`src/rtl/factorial_sched.sv`:
```
// ---------------------------------------------------------------------------
// factorial_sched
//
// Shares a single factorial engine among NREQ requesters. One request is
// accepted at a time via a round-robin arbiter, dispatched to the engine
// (operands 0 and 1 are answered locally), guarded by a watchdog, and the
// result is returned to the requester that issued it over a valid/ready
// response handshake.
//
// Ports
//   clk, resetn        clock, asynchronous active-low reset
//   req_valid[NREQ]    per-requester request valid
//   req_data[4*NREQ]   operands, requester i on bits [4i+3:4i]
//   req_ready[NREQ]    one-hot grant (combinational, IDLE only)
//   resp_valid[NREQ]   one-hot response valid, held until accepted
//   resp_data[46]      result (1 for operands 0/1, 0 on timeout)
//   resp_err           timeout flag, qualified by resp_valid
//   resp_ready[NREQ]   per-requester response accept
//   fact_in_data[4]    operand to the engine
//   fact_in_valid      one-cycle dispatch strobe to the engine
//   fact_out_data[46]  engine result
//   fact_out_valid     engine result strobe
//   fact_out_busy      engine busy; dispatch is held off while set
// ---------------------------------------------------------------------------
module factorial_sched #(
    parameter int NREQ    = 4,
    parameter int TIMEOUT = 32
) (
    input  logic                clk,
    input  logic                resetn,
    input  logic [NREQ-1:0]     req_valid,
    input  logic [4*NREQ-1:0]   req_data,
    output logic [NREQ-1:0]     req_ready,
    output logic [NREQ-1:0]     resp_valid,
    output logic [45:0]         resp_data,
    output logic                resp_err,
    input  logic [NREQ-1:0]     resp_ready,
    output logic [3:0]          fact_in_data,
    output logic                fact_in_valid,
    input  logic [45:0]         fact_out_data,
    input  logic                fact_out_valid,
    input  logic                fact_out_busy
);

    localparam int IDW = (NREQ > 1) ? $clog2(NREQ) : 1;
    localparam logic [7:0] TIMER_LAST = 8'(TIMEOUT - 1);

    typedef enum logic [1:0] {
        IDLE  = 2'd0,
        ISSUE = 2'd1,
        WAIT  = 2'd2,
        RESP  = 2'd3
    } state_t;

    state_t          state;
    logic [3:0]      op;
    logic [IDW-1:0]  id;
    logic [IDW-1:0]  last;
    logic [7:0]      timer;
    logic [45:0]     result;
    logic            err;

    // Round-robin arbitration
    logic [NREQ-1:0] grant;
    logic [IDW-1:0]  grant_id;
    logic            grant_found;
    logic [IDW-1:0]  idx;
    logic [3:0]      op_slice [NREQ];
    logic [3:0]      sel_op;
    logic            accept;

    generate
        for (genvar gi = 0; gi < NREQ; gi++) begin : g_req
            assign op_slice[gi]   = req_data[4*gi +: 4];
            // Response valid is a decode of the registered state and id,
            // so it drops to zero immediately on reset.
            assign resp_valid[gi] = (state == RESP) && (id == IDW'(gi));
        end
    endgenerate

    // Search starts one past the last granted requester and wraps, so a
    // requester that was just served has the lowest priority next time.
    always_comb begin
        grant       = '0;
        grant_id    = '0;
        grant_found = 1'b0;
        idx         = '0;
        for (int k = 1; k <= NREQ; k++) begin
            idx = IDW'((int'(last) + k) % NREQ);
            if (!grant_found && req_valid[idx]) begin
                grant_found = 1'b1;
                grant[idx]  = 1'b1;
                grant_id    = idx;
            end
        end
    end

    assign sel_op = op_slice[grant_id];

    // Grant is combinational but forced low while reset is asserted so no
    // transfer can be signalled to the fabric during reset.
    assign req_ready = ((state == IDLE) && resetn) ? grant : '0;
    assign accept    = |(req_valid & req_ready);

    // Dispatch strobe must react to busy within the same cycle, hence it is
    // a decode rather than a register.
    assign fact_in_valid = (state == ISSUE) && !fact_out_busy;
    assign fact_in_data  = op;
    assign resp_data     = result;
    assign resp_err      = err;

    always_ff @(posedge clk or negedge resetn) begin
        if (!resetn) begin
            state  <= IDLE;
            last   <= IDW'(NREQ - 1);
            op     <= '0;
            id     <= '0;
            timer  <= '0;
            result <= '0;
            err    <= 1'b0;
        end else begin
            case (state)
                IDLE: begin
                    if (accept) begin
                        op   <= sel_op;
                        id   <= grant_id;
                        last <= grant_id;
                        if (sel_op <= 4'd1) begin
                            // 0! = 1! = 1, no engine round trip needed
                            result <= 46'd1;
                            err    <= 1'b0;
                            state  <= RESP;
                        end else begin
                            state  <= ISSUE;
                        end
                    end
                end
                ISSUE: begin
                    if (!fact_out_busy) begin
                        timer <= '0;
                        state <= WAIT;
                    end
                end
                WAIT: begin
                    // A result arriving on the last watchdog cycle still wins.
                    if (fact_out_valid) begin
                        result <= fact_out_data;
                        err    <= 1'b0;
                        state  <= RESP;
                    end else if (timer == TIMER_LAST) begin
                        result <= '0;
                        err    <= 1'b1;
                        state  <= RESP;
                    end else begin
                        timer  <= timer + 8'd1;
                    end
                end
                RESP: begin
                    // Only the owning requester can retire the response.
                    if (resp_ready[id]) begin
                        state <= IDLE;
                    end
                end
                default: state <= IDLE;
            endcase
        end
    end

endmodule
```
`config.mk`:
```
export PLATFORM = sky130hd
export DESIGN_NAME = factorial_sched
export DESIGN_NICKNAME = d
export VERILOG_FILES = /design/src/rtl/factorial_sched.sv
export SDC_FILE = /design/constraint.sdc
export NUM_CORES = 1
export LEC_CHECK = 0
export BUFFER_PORTS_ARGS = -buffer_cell sky130_fd_sc_hd__buf_4
export CORE_MARGIN = 1
export CORE_UTILIZATION = 50
export DETAILED_ROUTE_END_ITERATION = 12
export PLACE_DENSITY = 0.76
export SETUP_SLACK_MARGIN = 0.02
export SLEW_MARGIN = 15
export SYNTH_ARGS = -nofsm -noshare
export SYNTH_HDL_FRONTEND = slang
export SYNTH_SLANG_ARGS = --single-unit
```
`constraint.sdc`:
```
create_clock -name clk -period 5.7 [get_ports clk]
set_clock_uncertainty 0.1 [all_clocks]
set_input_delay 0.855 -clock clk [delete_from_list [all_inputs] [get_ports clk]]
set_output_delay 0.855 -clock clk [all_outputs]
set_load 0.1 [all_outputs]
```
# Yosys cells after proc, flatten, opt, wreduce, memory -nomap -nowiden
# Index checks and enable logic that the tools add are counted.
# word_totals
output_inout_bits	60
word_cells	122
ff_bits	65
# classes
n_eq_ne	14
order_cmp	11
reduce_logical	26
n_mux	54
n_bitwise	5
add_sub_neg	5
# ops
op	count
2-to-1 mux 46 bit	4
one-hot mux 46 bit (2 select lines)	1
2-to-1 mux 4 bit	7
2-to-1 mux 8 bit	3
2-to-1 mux 2 bit	10
2-to-1 mux 1 bit	16
one-hot mux 8 bit (2 select lines)	1
< comparator 2 x 3 -> 1 bit (second input constant)	5
logical AND 1 bit	13
bitwise OR 4 bit	3
AND reduction 4 bit	3
binary-select mux 1 bit (select 2 bit)	5
adder 8 x 1 -> 8 bit (second input constant)	1
binary-select mux 4 bit (select 2 bit)	1
demux 1 bit (select 2 bit)	4
== test 2 bit (second input constant)	4
== test 8 x 5 -> 1 bit (second input constant)	1
>= comparator 2 x 1 -> 1 bit (second input constant)	4
!= test 2 bit (second input constant)	4
one-hot mux 2 bit (4 select lines)	1
adder 2 x 1 -> 2 bit (second input constant)	2
adder 2 bit (second input constant)	2
AND 4 bit	1
== test 2 x 1 -> 1 bit (second input constant)	2
other kinds (11)	17

# Depth between registers and ports, before layout
# depth
depth_word	21
depth_mapped	14
mapped_depth_nobuf	9

# Worst setup path before layout
# OpenSTA, ideal clock, no wires.
# synth_path
path_type	register -> output
start	register last[0]
end	output req_ready[0]
arrival_ns	3.511
setup_slack_ns	1.234
stages_incl_launch_ff	10
path_buffers	2
required_ns	4.745
path_cell_list	dfstp_2 -> buf_2 -> buf_4 -> inv_1 -> ha_1 -> mux4_2 -> inv_1 -> a2bb2oi_1 -> a21oi_1 -> nor2_1
# synth_via
elab_chain_cells	14
word_cells_on_any_way	49
# synth_lines
item	line	source
start, declared	58	logic [IDW-1:0] last;
start signal, assigned	115	last <= IDW'(NREQ - 1);
start signal, assigned	127	last <= grant_id;
parallel branches: the longest is 12 deep, another holds < comparator 2 x 3 -> 1 bit	-	
2-to-1 mux 4 bit (*)	90	if (!grant_found && req_valid[idx]) begin
2-to-1 mux 4 bit (*)	102	assign req_ready = ((state == IDLE) && resetn) ? grant : '0;
end, declared	33	output logic [NREQ-1:0] req_ready,
# Mark *: on every way between the ends. The select of a mux whose other input is x is not followed.

# Worst setup path in the final report
# layout_path
start	register last[0]
end	register result[2], in the netlist resp_data[2]
# layout_via
elab_chain_cells	20
word_cells_on_any_way	63
# layout_lines
item	line	source
adder 2 x 1 -> 2 bit	89	idx = IDW'((int'(last) + k) % NREQ);
binary-select mux 1 bit (select 2 bit)	90	
2-to-1 mux 1 bit (implied by the code)	90	
2-to-1 mux 1 bit	90	
zero test 1 bit	90	
logical AND 1 bit	90	
2-to-1 mux 1 bit	90	
zero test 1 bit	90	
(+3 left out)	-	
logical AND 1 bit	90	
2-to-1 mux 2 bit	90	
inverter 2 -> 3 bit (implied by the code)	98	assign sel_op = op_slice[grant_id];
binary-select mux 4 bit (select 2 bit)	98	
2-to-1 mux 4 bit (implied by the code) (2 in a row)	98	
less-or-equal comparator 4 x 1 -> 1 bit	128	if (sel_op <= 4'd1) begin
!= test 2 x 1 -> 1 bit (no line)	-	
AND reduction 4 bit (no line) (*)	-	
end signal, assigned	147	result <= fact_out_data;
end, declared	60	logic [45:0] result;
# Every way passes the cells marked *; elsewhere a longest branch is shown, timed or not. The select of a mux whose other input is x is not followed.
# A chain may end at the register's enable or synchronous reset.

==> flow_metrics.env <==
export IMPL_clock_root_buffer="clkbuf_8"
export IMPL_finalSetupTns_ns=0
export IMPL_fin_crit_sh=0.771
export IMPL_r2r_slack_ns=1.30
export IMPL_maxCapViolations=0
export IMPL_grt_max_degree=94
export IMPL_fillers=896
export IMPL_grt_ovfl_total=0
export IMPL_synth_top_cell_area_share=0.295
export IMPL_core_area_um2=10300
export IMPL_hp_class="flip-flop to flip-flop"
export IMPL_drt_total_wl_um=16000
export IMPL_r2r_end="resp_data[2]$_DFFE_PN0P_"
export IMPL_drv_slew=0
export IMPL_cts_resized=0
export IMPL_status="complete, no violations"
export IMPL_cp_end_kind="flip-flop"
export IMPL_worst_path_stages=11
export IMPL_synth_seq_area_share=0.305
export IMPL_arrival_ns=4.52
export IMPL_n_antenna_cell=0
export IMPL_synth_area_um2=5340
export IMPL_rows=37
export IMPL_holdPathStages=2
export IMPL_cts_setup_buffers=0
export IMPL_cp_top_family="compound AO/OA/AOI/OAI gates"
export IMPL_crit_fanout=27
export IMPL_io_pins=134
export IMPL_reg2regPathDepth=11
export IMPL_grt_usage=0.289
export IMPL_worstMarginPinSlew_ns=1.17
export IMPL_vias_per_cell=6.53
export IMPL_cts_sinks=65
export IMPL_via_count=5613
export IMPL_syn_num_nets=724
export IMPL_rsz0062_at_grt="false"
export IMPL_path_class="flip-flop to flip-flop"
export IMPL_worst_path_buf_inv=4
export IMPL_crit_slowest_cell="dfstp_2"
export IMPL_synth_avg_cell_area_um2=8.39
export IMPL_holdBufCountCts=0
export IMPL_drc=0
export IMPL_drive_gt1_frac=0.315
export IMPL_detail_route_antenna_nets=0
export IMPL_synth_area_leaders="dfrtp_1 30%, nand2_1 11%, o221a_2 9.3%"
export IMPL_io_buffers=133
export IMPL_ys_flop_type="dfrtp_1"
export IMPL_yosysWarnings=0
export IMPL_min_to="fact_in_data[0]$_DFFE_PN0P_"
export IMPL_first_pass_iters=5
export IMPL_antenna_found_initial=0
export IMPL_async_reset_ff_frac=1.00
export IMPL_path_clk_slew_ns=0.08
export IMPL_first_iter_violations=520
export IMPL_yosysTopAreaCell="dfrtp_1"
export IMPL_cts_buffers=9
export IMPL_clk_latency_ns=0.35
export IMPL_h_tree_depth=3
export IMPL_synth_common_cells="158 x nand2_1, 63 x dfrtp_1, 48 x o211ai_1"
export IMPL_die_area_um2=11100
export IMPL_place_gp_congestion=0.927
export IMPL_critPathMaxStageDelay_ns=0.77
export IMPL_cts_tree="done"
export IMPL_path_cells="inv_1, ha_1, mux4_2, inv_1, a2bb2oi_1, a2111oi_4, buf_4, a21oi_4, buf_4, o221a_2, o211ai_1"
export IMPL_worstHoldStart="fact_in_data[0]$_DFFE_PN0P_"
export IMPL_die_h_um=105
export IMPL_crit_required_ns=5.82
export IMPL_grt_pass1_vias=5325
export IMPL_ir_drop_mv=0.349
export IMPL_max_freq_ghz=0.227
export IMPL_netlist_instances=636
export IMPL_yosys_cell_types_count=62
export IMPL_wire_per_inst_um=18.6
export IMPL_die_x_um=105
export IMPL_worstSetupStartpointType="flip-flop"
export IMPL_grt_pass1_wl_um=26200
export IMPL_p_leak_nw=2.54
export IMPL_pwr_density_cell_nw_per_um2=614
export IMPL_fin_crit_ns=4.40
export IMPL_synth_most_common_cell="nand2_1"
export IMPL_slew_headroom=0.221
export IMPL_synth_edf_count=0
export IMPL_hold_viol_final=0
export IMPL_ys_ff_latch=65
export IMPL_fin_nets=806
export IMPL_setup_viol=0
export IMPL_reg2reg_from="last[0]$_DFFE_PN1P_"
export IMPL_max_clock_path_buffers=2
export IMPL_initial_core_util=0.517
export IMPL_syn_to_final_growth_pct=21.0
export IMPL_dp_hpwl_um=10100
export IMPL_whs_ns=0.406
==> where the power goes <==
part	internal, mW	total, mW	switching, mW	leakage, nW
logic	0.871	2.90	2.02	1.78
clock network	0.201	0.400	0.199	0.0912
registers	0.566	0.673	0.107	0.667
==> worst reg2reg max path: cells and delay by family, from the launching register on <==
| family | cells | cell delay, ns |
|---|---|---|
| adder cells (fa/ha/maj) | 1 | 0.40 |
| multiplexers | 1 | 0.46 |
| AO/OA/AOI/OAI | 5 | 1.49 |
| flip-flops | 1 | 0.77 |
| buffers and inverters | 4 | 1.05 |
==> cell usage in the layout (no fill, tap or decap), types with 2 or more instances in the layout <==
master	n
dfstp_2	2
nand3_1	4
inv_1	11
nor3_1	2
nand2b_1	2
a2bb2oi_1	2
nor2b_1	5
buf_4	142
nand4_1	47
mux2_2	5
nand2_2	2
nor4_1	2
a21oi_1	6
mux2i_1	12
nand2_1	156
a211oi_1	47
ha_1	14
clkinvlp_4	3
nor3b_1	2
a22o_1	2
a31oi_1	3
o21ai_1	3
nor2_1	17
clkbuf_8	9
nand3b_1	5
a221oi_2	2
mux4_2	4
xor2_1	6
o211ai_1	48
o21ai_0	10
o221a_2	44
and3b_1	2
a21o_1	2
and3_1	2
clkinv_2	2
dfrtp_1	63
a21boi_0	2
==> layout make-up <==
cell class	count	area [µm²]	area share
Timing Repair Buffer	142	1070	0.165
Inverter	11	41.3	0.00639
Multi-Input combinational cell	489	3360	0.520
Tap cell	136	170	0.0263
Clock buffer	9	124	0.0192
Sequential cell	65	1630	0.252
Clock inverter	7	71.3	0.0110
==> flip-flops by register name, summed over array words and instances, names as in the netlist <==
signal	count
id	2
timer	8
resp_data	46
last	2
fact_in_data	4
state	2
resp_err	1
==> per-stage QoR <==
step | std cells | power, mW | instance area (µm²) | util | setup slack, ns
floorplan | 636 | 3.00 | 5340 | - | 1.23
global placement | 843 | 3.44 | 6260 | 0.607 | 1.54
detailed placement | 843 | 3.52 | 6260 | 0.607 | 1.39
global route | 859 | 4.18 | 6460 | 0.626 | 0.992
CTS | 859 | 3.93 | 6460 | 0.626 | 1.38
finish | 859 | 3.97 | 6460 | 0.626 | 1.30
==> logic make-up (layout without fill, tap and decap cells) <==
| kind of cell | after synthesis | in the layout | share of synthesized area |
|---|---|---|---|
| compound gates | 189 | 189 | 0.302 |
| simple gates | 258 | 258 | 0.225 |
| buf+inv | 82 | 169 | 0.0731 |
| fa+ha+maj | 14 | 14 | 0.0328 |
| xor+xnor | 7 | 7 | 0.0115 |
| mux | 21 | 21 | 0.0499 |
| flops | 65 | 65 | 0.305 |
==> worst max-delay path by stage <==
stage                                      endpoint           startpoint  slack, ns
after floorplan                        req_ready[0]  last[0]$_DFFE_PN1P_       1.23
after global placement    resp_data[39]$_DFFE_PN0P_  last[0]$_DFFE_PN1P_       1.54
after detailed placement   resp_data[2]$_DFFE_PN0P_  last[0]$_DFFE_PN1P_       1.39
after CTS                 resp_data[26]$_DFFE_PN0P_  last[0]$_DFFE_PN1P_       1.38
after global routing      resp_data[41]$_DFFE_PN0P_  last[0]$_DFFE_PN1P_       0.99
final                      resp_data[2]$_DFFE_PN0P_  last[0]$_DFFE_PN1P_       1.30
==> routing by layer <==
metal	vias up	wire length (µm)	track usage
li1	2588	-	-
met1	2689	6630	0.391
met2	305	7710	0.470
met3	31	1390	0.0532
met4	0	266	0.0875
met5	-	0	0
No activity file was read; power rests on OpenSTA's default activity.
